**config.mk**
```make
export PLATFORM = sky130hd
export DESIGN_NAME = nibble_serial_comp
export DESIGN_NICKNAME = d
export VERILOG_FILES = /design/src/rtl/comp_pkg.sv /design/src/rtl/nibble_comp.sv /design/src/rtl/nibble_serial_comp.sv
export SDC_FILE = /design/constraint.sdc
export NUM_CORES = 1
export LEC_CHECK = 0
export BUFFER_PORTS_ARGS = -buffer_cell sky130_fd_sc_hd__buf_2
export CAP_MARGIN = 15
export CORE_UTILIZATION = 30
export DETAILED_ROUTE_END_ITERATION = 6
export GPL_ROUTABILITY_DRIVEN = 0
export PLACE_DENSITY = 0.48
export SLEW_MARGIN = 20
export SYNTH_ARGS = -nofsm -noshare
export SYNTH_HDL_FRONTEND = slang
export SYNTH_SLANG_ARGS = --single-unit
```
**constraint.sdc**
```tcl
create_clock -name clk -period 3.8 [get_ports clk]
set_input_delay 0.38 -clock clk [delete_from_list [all_inputs] [get_ports clk]]
set_output_delay 0.38 -clock clk [all_outputs]
set_load 0.05 [all_outputs]
```
**src/rtl/comp_pkg.sv**
```systemverilog
// Shared types for the nibble-serial magnitude comparator.
//   NIB_W        width of one compared digit
//   state_t      controller states
//   cmp_res_t    encoded compare result, RES_NONE meaning "not decided"
//   res_to_flags decodes a result into {gt, lt, eq}
package comp_pkg;

  localparam int NIB_W = 4;

  typedef enum logic [1:0] {
    IDLE,
    CMP,
    DONE
  } state_t;

  typedef enum logic [1:0] {
    RES_NONE,
    RES_EQ,
    RES_LT,
    RES_GT
  } cmp_res_t;

  // Returns {gt, lt, eq}; RES_NONE decodes to all zero.
  function automatic logic [2:0] res_to_flags(input cmp_res_t res);
    logic [2:0] flags;
    flags = 3'b000;
    case (res)
      RES_EQ:  flags = 3'b001;
      RES_LT:  flags = 3'b010;
      RES_GT:  flags = 3'b100;
      default: flags = 3'b000;
    endcase
    return flags;
  endfunction

endpackage

```
**src/rtl/nibble_comp.sv**
```systemverilog
// Combinational unsigned compare of one 4-bit digit.
//   a, b  in   NIB_W  digits to compare
//   eq    out  1      a == b
//   lt    out  1      a <  b
//   gt    out  1      a >  b
module nibble_comp
  import comp_pkg::*;
(
  input  logic [NIB_W-1:0] a,
  input  logic [NIB_W-1:0] b,
  output logic             eq,
  output logic             lt,
  output logic             gt
);

  assign eq = (a == b);
  assign lt = (a < b);
  assign gt = (a > b);

endmodule

```
**src/rtl/nibble_serial_comp.sv**
```systemverilog
// Sequential unsigned magnitude comparator, one nibble per clock, MSB first.
// Acts as the receiving end of a comparator cascade: the casc_* inputs from a
// lower-order stage decide the result only when every nibble is equal.
//
// Configuration macro: COMP_EARLY_EXIT_EN
//   defined   -> stop on the first differing nibble (1..N compare cycles)
//   undefined -> always walk all N nibbles, first difference latched
//
// Ports:
//   clk, rst                 clock, asynchronous active-high reset
//   start                    request, sampled only while busy=0
//   a, b       [WIDTH-1:0]   operands, captured on an accepted start
//   casc_eq_in/lt_in/gt_in   lower-stage result, sampled on the index-0 edge
//   busy                     compare in progress
//   done                     one-cycle pulse, flags valid from this cycle
//   a_eq_b, a_ls_b, a_gt_b   one-hot result, held until the next accepted start
module nibble_serial_comp
  import comp_pkg::*;
#(
  parameter int WIDTH = 16
) (
  input  logic             clk,
  input  logic             rst,
  input  logic             start,
  input  logic [WIDTH-1:0] a,
  input  logic [WIDTH-1:0] b,
  input  logic             casc_eq_in,
  input  logic             casc_lt_in,
  input  logic             casc_gt_in,
  output logic             busy,
  output logic             done,
  output logic             a_eq_b,
  output logic             a_ls_b,
  output logic             a_gt_b
);

  localparam int N = WIDTH / NIB_W;
  localparam int IDX_W = (N > 1) ? $clog2(N) : 1;
  localparam logic [IDX_W-1:0] IDX_TOP = IDX_W'(N - 1);

  state_t           state_reg, state_next;
  logic [IDX_W-1:0] idx_reg, idx_next;
  logic [WIDTH-1:0] a_reg, a_next;
  logic [WIDTH-1:0] b_reg, b_next;
  cmp_res_t         res_reg, res_next;   // drives the visible flags
`ifndef COMP_EARLY_EXIT_EN
  cmp_res_t         pend_reg, pend_next; // first difference seen so far
  cmp_res_t         first_res;
`endif

  logic [NIB_W-1:0] a_nib [N];
  logic [NIB_W-1:0] b_nib [N];
  logic             nib_eq, nib_lt, nib_gt;
  cmp_res_t         nib_res, casc_res;

  // Slice the operand registers into digits; idx N-1 is the MSB digit.
  for (genvar gi = 0; gi < N; gi++) begin : g_nib
    assign a_nib[gi] = a_reg[gi*NIB_W +: NIB_W];
    assign b_nib[gi] = b_reg[gi*NIB_W +: NIB_W];
  end

  nibble_comp u_nibble_comp (
    .a  (a_nib[idx_reg]),
    .b  (b_nib[idx_reg]),
    .eq (nib_eq),
    .lt (nib_lt),
    .gt (nib_gt)
  );

  // Cascade priority gt > lt > eq also absorbs all-zero and multi-hot inputs.
  assign casc_res = casc_gt_in ? RES_GT : (casc_lt_in ? RES_LT : RES_EQ);
  assign nib_res  = nib_gt ? RES_GT : (nib_lt ? RES_LT : RES_NONE);

`ifndef COMP_EARLY_EXIT_EN
  assign first_res = (pend_reg != RES_NONE) ? pend_reg : nib_res;
`endif

  always_ff @(posedge clk or posedge rst) begin
    if (rst) begin
      state_reg <= IDLE;
      idx_reg   <= IDX_TOP;
      a_reg     <= '0;
      b_reg     <= '0;
      res_reg   <= RES_NONE;
`ifndef COMP_EARLY_EXIT_EN
      pend_reg  <= RES_NONE;
`endif
    end else begin
      state_reg <= state_next;
      idx_reg   <= idx_next;
      a_reg     <= a_next;
      b_reg     <= b_next;
      res_reg   <= res_next;
`ifndef COMP_EARLY_EXIT_EN
      pend_reg  <= pend_next;
`endif
    end
  end

  always_comb begin
    state_next = state_reg;
    idx_next   = idx_reg;
    a_next     = a_reg;
    b_next     = b_reg;
    res_next   = res_reg;
`ifndef COMP_EARLY_EXIT_EN
    pend_next  = pend_reg;
`endif
    case (state_reg)
      IDLE, DONE: begin
        // DONE accepts start too, so compares can run back-to-back.
        if (start) begin
          a_next     = a;
          b_next     = b;
          res_next   = RES_NONE;
          idx_next   = IDX_TOP;
`ifndef COMP_EARLY_EXIT_EN
          pend_next  = RES_NONE;
`endif
          state_next = CMP;
        end else if (state_reg == DONE) begin
          state_next = IDLE;
        end
      end
      CMP: begin
`ifdef COMP_EARLY_EXIT_EN
        if (!nib_eq) begin
          res_next   = nib_res;
          state_next = DONE;
        end else if (idx_reg == '0) begin
          res_next   = casc_res;
          state_next = DONE;
        end else begin
          idx_next = idx_reg - 1'b1;
        end
`else
        if (idx_reg == '0) begin
          res_next   = (first_res != RES_NONE) ? first_res : casc_res;
          state_next = DONE;
        end else begin
          pend_next = first_res;
          idx_next  = idx_reg - 1'b1;
        end
`endif
      end
      default: state_next = IDLE;
    endcase
  end

  assign busy = (state_reg == CMP);
  assign done = (state_reg == DONE);
  assign {a_gt_b, a_ls_b, a_eq_b} = res_to_flags(res_reg);

endmodule

```
# After elaboration in Yosys (flattened, before gate mapping)
# Index checks and enable logic that the tools add are counted.
[totals] out_inout_bits=5 ff_bits=40
[op_classes] n_bitwise=1 reduce_logical=10 muxes=25 eq_ne=9 n_addsub=1 magnitude_cmp=3
[op_table] operator="two-way mux 2 bit" n=14
[op_table] operator="binary-select mux 4 bit (select 2 bit)" n=2
[op_table] operator="two-way mux 4 bit" n=4
[op_table] operator="one-hot mux 2 bit (2 select lines)" n=4
[op_table] operator="one-hot mux 3 bit (3 select lines)" n=1
[op_table] operator="== test 2 bit (second input constant)" n=3
[op_table] operator="AND reduction 3 bit" n=2
[op_table] operator="nonzero test 2 bit" n=3
[op_table] operator="== test 2 x 1 -> 1 bit (second input constant)" n=2
[op_table] operator="greater-than comparator 4 bit" n=1
[op_table] operator="zero test 2 bit" n=2
[op_table] operator="less-than comparator 4 bit" n=1
[op_table] operator="!= test 2 bit (second input constant)" n=2
[op_table] operator="AND reduction 2 bit" n=2
[op_table] operator=">= comparator 3 bit (second input constant)" n=1
[op_table] operator="!= test 3 bit (second input constant)" n=1
[op_table] operator="inverter 2 -> 3 bit" n=1
[op_table] operator="!= test 2 x 1 -> 1 bit (second input constant)" n=1
[op_table] operator="OR reduction 2 bit" n=1
[op_table] operator="subtractor 2 x 1 -> 2 bit (second input constant)" n=1

# Logic depth before layout (Yosys ltp)
[logic_depth] ltp_word=12 mapped_depth=8 ltp_nobuf=7

# Hierarchy
# From an unflattened synthesis, not the netlist that was laid out.
[hier_totals] hier_cells=205 area_unflattened_um2=1958.1
[modules_own_cells] mod="nibble_serial_comp" seq_area_each_um2=1003.5 area_per_inst_um2=1829.3 n_inst=1 cells_each=189
[modules_own_cells] mod="nibble_comp" seq_area_each_um2=0.0 area_per_inst_um2=128.9 n_inst=1 cells_each=16

# Least setup slack after synthesis
# No wires, ideal clock.
[synth_timing] kind="flip-flop to flip-flop" start="reg idx_reg[0]" end="reg res_reg[0]" setup_ns=0.134 path_stages_with_launch=8 arrival_ns=2.125 synth_period_minus_slack_ns=2.259 path_slack_ns=1.541 cell_sequence="dfstp_2 -> buf_6 -> mux4_2 -> ha_1 -> a21oi_1 -> a31oi_1 -> a311oi_1 -> a22oi_1"
[synth_via] elab_chain_len=12 elab_cells_between_ends=19 cone_classes="order compare: 2; eq/ne: 1; mux: 12; bitwise: 1; reduce/logical: 3"
[synth_lines] element="start: declaration" line="nibble_serial_comp.sv:42" text="logic [IDX_W-1:0] idx_reg, idx_next;"
[synth_lines] element="start signal: assignment" line="nibble_serial_comp.sv:90" text="idx_reg <= idx_next;"
[synth_lines] element="inverter 2 -> 3 bit (implied by the code)" line="nibble_serial_comp.sv:63, nibble_serial_comp.sv:64"
[synth_lines] element="binary-select mux 4 bit (select 2 bit), on equally long branches" line="nibble_serial_comp.sv:63, nibble_serial_comp.sv:64"
[synth_lines] element="two-way mux 4 bit, on equally long branches (2 in series)" line="nibble_serial_comp.sv:63, nibble_serial_comp.sv:64"
[synth_lines] element="less-than comparator 4 bit" line="nibble_comp.sv:17" text="assign lt = (a < b);"
[synth_lines] element="two-way mux 2 bit (2 in series)" line="nibble_serial_comp.sv:72" text="assign nib_res = nib_gt ? RES_GT : (nib_lt ? RES_LT : RES_NONE);"
[synth_lines] element="two-way mux 2 bit" line="nibble_serial_comp.sv:75" text="assign first_res = (pend_reg != RES_NONE) ? pend_reg : nib_res;"
[synth_lines] element="nonzero test 2 bit" line="nibble_serial_comp.sv:138" text="res_next = (first_res != RES_NONE) ? first_res : casc_res;"
[synth_lines] element="two-way mux 2 bit" line="nibble_serial_comp.sv:138"
[synth_lines] element="two-way mux 2 bit" line="nibble_serial_comp.sv:137" text="if (idx_reg == '0) begin"
[synth_lines] element="one-hot mux 2 bit (2 select lines)" line="nibble_serial_comp.sv:109" text="case (state_reg)"
[synth_lines] element="end signal: assignment" line="nibble_serial_comp.sv:93" text="res_reg <= res_next;"
[synth_lines] element="end: declaration" line="nibble_serial_comp.sv:45" text="cmp_res_t res_reg, res_next;"
# Parallel ways exist; a longest one is shown, timed or not. The select of a mux whose other input is x is not followed.
# A chain may end at the register's enable or synchronous reset.

# Worst setup path after layout
# Same ends and word-level chain as after synthesis.

==> metrics.md <==
| Metric | Value |
|---|---|
| Post-DP HPWL | `2.61 mm` |
| Antenna diodes | `0` |
| P per Cell Area | `approximately 870 mW/mm2` |
| Data required, critical path | `3.97 ns` |
| Root buffer cell | `clkbuf_8` |
| Max Slew Vio Count | `0` |
| Fin. Hold Viols | `0` |
| Vias | `~1400` |
| # Post-CTS Setup Buffers | `0` |
| Final worst slack | `about 1.3 ns` |
| CP Class | `reg2reg` |
| Total wire length | `3.90 mm` |
| Pre-CTS setup slack | `approximately 1.3 ns` |
| Post-synthesis adder-cell area fraction | `3.28%` |
| Clk sinks | `40` |
| Final setup fails | `0` |
| CTS Buf Count | `5` |
| Simple-gate share of the synthesized area | `24.6%` |
| Internal | `1.22 mW` |
| Row Count | `28` |
| Cts repair resizes | `0` |
| Router iterations before antenna repair | `4` |
| Yosys top cell area share | `49.8%` |
| Via/cell ratio | `approximately 4.4` |
| Synth Area in XOR/XNOR | `0%` |
| PortBufs | `just over 40` |
| Dpl cells | `311` |
| Max Cap Viol | `0` |
| First-pass GRT wire length | `6.74 mm` |
| Fin crit period | `between 2 and 3 ns` |
| Worst Skew | `0.00632 ns` |
| Initial antenna violation count | `0` |
| Largest fanout on the critical path | `9` |
| Core area | `0.00603 mm2` |
| Initial Util | `31.7%` |
| H-tree depth | `2` |
| Combinational family with the most area after synthesis | `simple AND/OR/NAND/NOR gates` |
| Async SR Flop Fraction | `100%` |
| P&R area growth vs syn | `19.7%` |
| CP Cell Sequence | `mux4_2, ha_1, a21oi_1, a31oi_1, a311oi_1, a22oi_1` |
| Power consumption | `2.00 mW` |
| Synth Flop Type | `dfrtp_1` |
| Io pins | `43` |
| Placement Cell Area | `0.00218 mm2` |
| Netlist cell types | `28` |
| Logic pwr share | `43.4%` |
| Post-Synthesis Cell Area | `0.00191 mm2` |
| Seq/Total Area, Yosys | `a little over half` |
| Clk_lat worst skew | `0.29 ns` |
| Cts hold-fix bufs | `0` |
| Global Route Usage Sum | `~14%` |
| Share of layout cells above drive strength 1 | `26.6%` |
| Initial DRC count | `71` |
| Maximum root-to-sink buffer count | `2` |
| Fmax achieved | `0.399 GHz` |
| Fillers | `651` |
| Vias in the first global route | `~1500` |
| NetSw | `781 uW` |
| Horiz. Die Dim | `81.8 um` |
| Relative slew slack | `65.0%` |
| Largest net degree at the start of global routing | `41` |
| Die ar. | `0.00669 mm2` |
| Total congestion overflow | `0` |
| Slowest stage delay, CP | `around 0.72 ns` |
| Non-filler cells, final | `319` |
| Clk pwr share | `17.2%` |
| RSZ-0062 raised after global routing | `false` |
| Worst slew pin tran | `0.526 ns` |
| CP max stage cell | `dfstp_2` |
| Die height | `81.8 um` |
| Peak supply drop | `365 uV` |
| Largest area contributor in the netlist | `dfrtp_1` |
| Mapped Nets | `between 200 and 250` |
| Compound-Gate Fraction of Synth Area | `4.39%` |
| Status | `completed` |
| Final TNS setup | `0 ns` |
| Net Sw Frac | `39.1%` |
| Final ANT Viol Nets | `0` |
| Synth warnings | `0` |
| CTS tree | `done` |
| Worst path arrival time | `2.67 ns` |
| Startpoint types | `flip-flop` |
| Drt drc | `0` |
| Worst Setup End Kind | `flip-flop` |
| Hold crit path type | `in2async` |
| Mean post-synth cell area | `9.45 um2` |
| #FFs+latches synth | `40` |
| Lkg Pwr | `1.23 nW` |
| Core Util, Final | `37.9%` |
| Worst hold margin | `0.201 ns` |
| Post-synthesis mux area share | `10.0%` |
| EDFF count, synth | `0` |
| Top-count cell post-synth | `nand2_1` |
| Synth area leaders | `dfrtp_1 50%, nand2_1 20%, mux4_2 9.4%` |
| Post-synth top cells | `100 x nand2_1, 38 x dfrtp_1, 11 x inv_1` |
| Worst-path clk slew | `~0.080 ns` |
| Syn Inst Count | `202` |
| Share of power burned in registers | `39.4%` |
| Drt wl/cell | `12.2 um` |
| Part of the cycle the worst path needs | `about 66%` |
| Cell area after layout | `0.00228 mm2` |
| Nets@finish | `286` |
## cell type report
cell class,instances,area [um2],area share [%]
clock buffers,6,72.6,3.18
clock inverters,2,35.0,1.53
inverters,11,41.3,1.81
multi-input cells,141,811,35.5
flip-flops and latches,40,1000,43.9
well taps,75,93.8,4.11
repair buffers,44,228,9.97
## placed cells by master, fill, tap and decap left out, drive strengths merged, types with 2 or more instances in the layout
cell type    n
nand2      101
buf         44
dfrtp       38
inv         11
mux4         8
clkbuf       6
ha           5
nand2b       4
o21ai        4
nor2b        4
a21oi        2
dfstp        2
## power by group through the flow
stage	registers, mW	logic (mW)	clock network [mW]
3_3_place_gp	0.799	0.859	0
6_report	0.788	0.867	0.344
4_1_cts	0.795	0.877	0.350
2_1_floorplan	0.717	0.754	0
3_5_place_dp	0.801	0.869	0
5_1_grt	0.825	0.993	0.372
## worst max-delay path, delay by kind of cell (launching register included)
family | cells | cell delay [ns]
AOI/OAI and AO/OA | 4 | 0.78
adders and majority gates | 1 | 0.34
DFF | 1 | 0.72
muxes | 1 | 0.54
## cell families (layout without fill, tap and decap cells)
family	count (synthesis)	after routing
compound gates	13	13
fa+ha+maj	5	5
buf+inv	21	63
flops	40	40
mux	9	9
simple gates	114	114
## worst paths after layout
kind	startpoint	endpoint	slack [ns]	depth (start not counted)
min	rst	b_reg[5]	0.20	3
max	idx_reg[0]	res_reg[0]	1.30	6
max reg2reg	idx_reg[0]	res_reg[0]	1.30	6
min in group clk	b[2]	b_reg[2]	0.27	3
min reg2reg	a_reg[13]	a_reg[13]	0.48	2
max in group asynchronous	rst	idx_reg[1]	3.23	3
## layer usage
| metal | vias to the layer above | track usage [%] | share of wire [%] |
|---|---|---|---|
| li1 | 725 | - | - |
| met1 | 643 | 17.7 | 50 |
| met2 | 32 | 21.8 | 44 |
| met3 | 4 | 4.67 | 4.7 |
| met4 | 0 | 3.16 | 0.74 |
| met5 | - | 0 | 0 |
(Power assumes the default switching activity.)
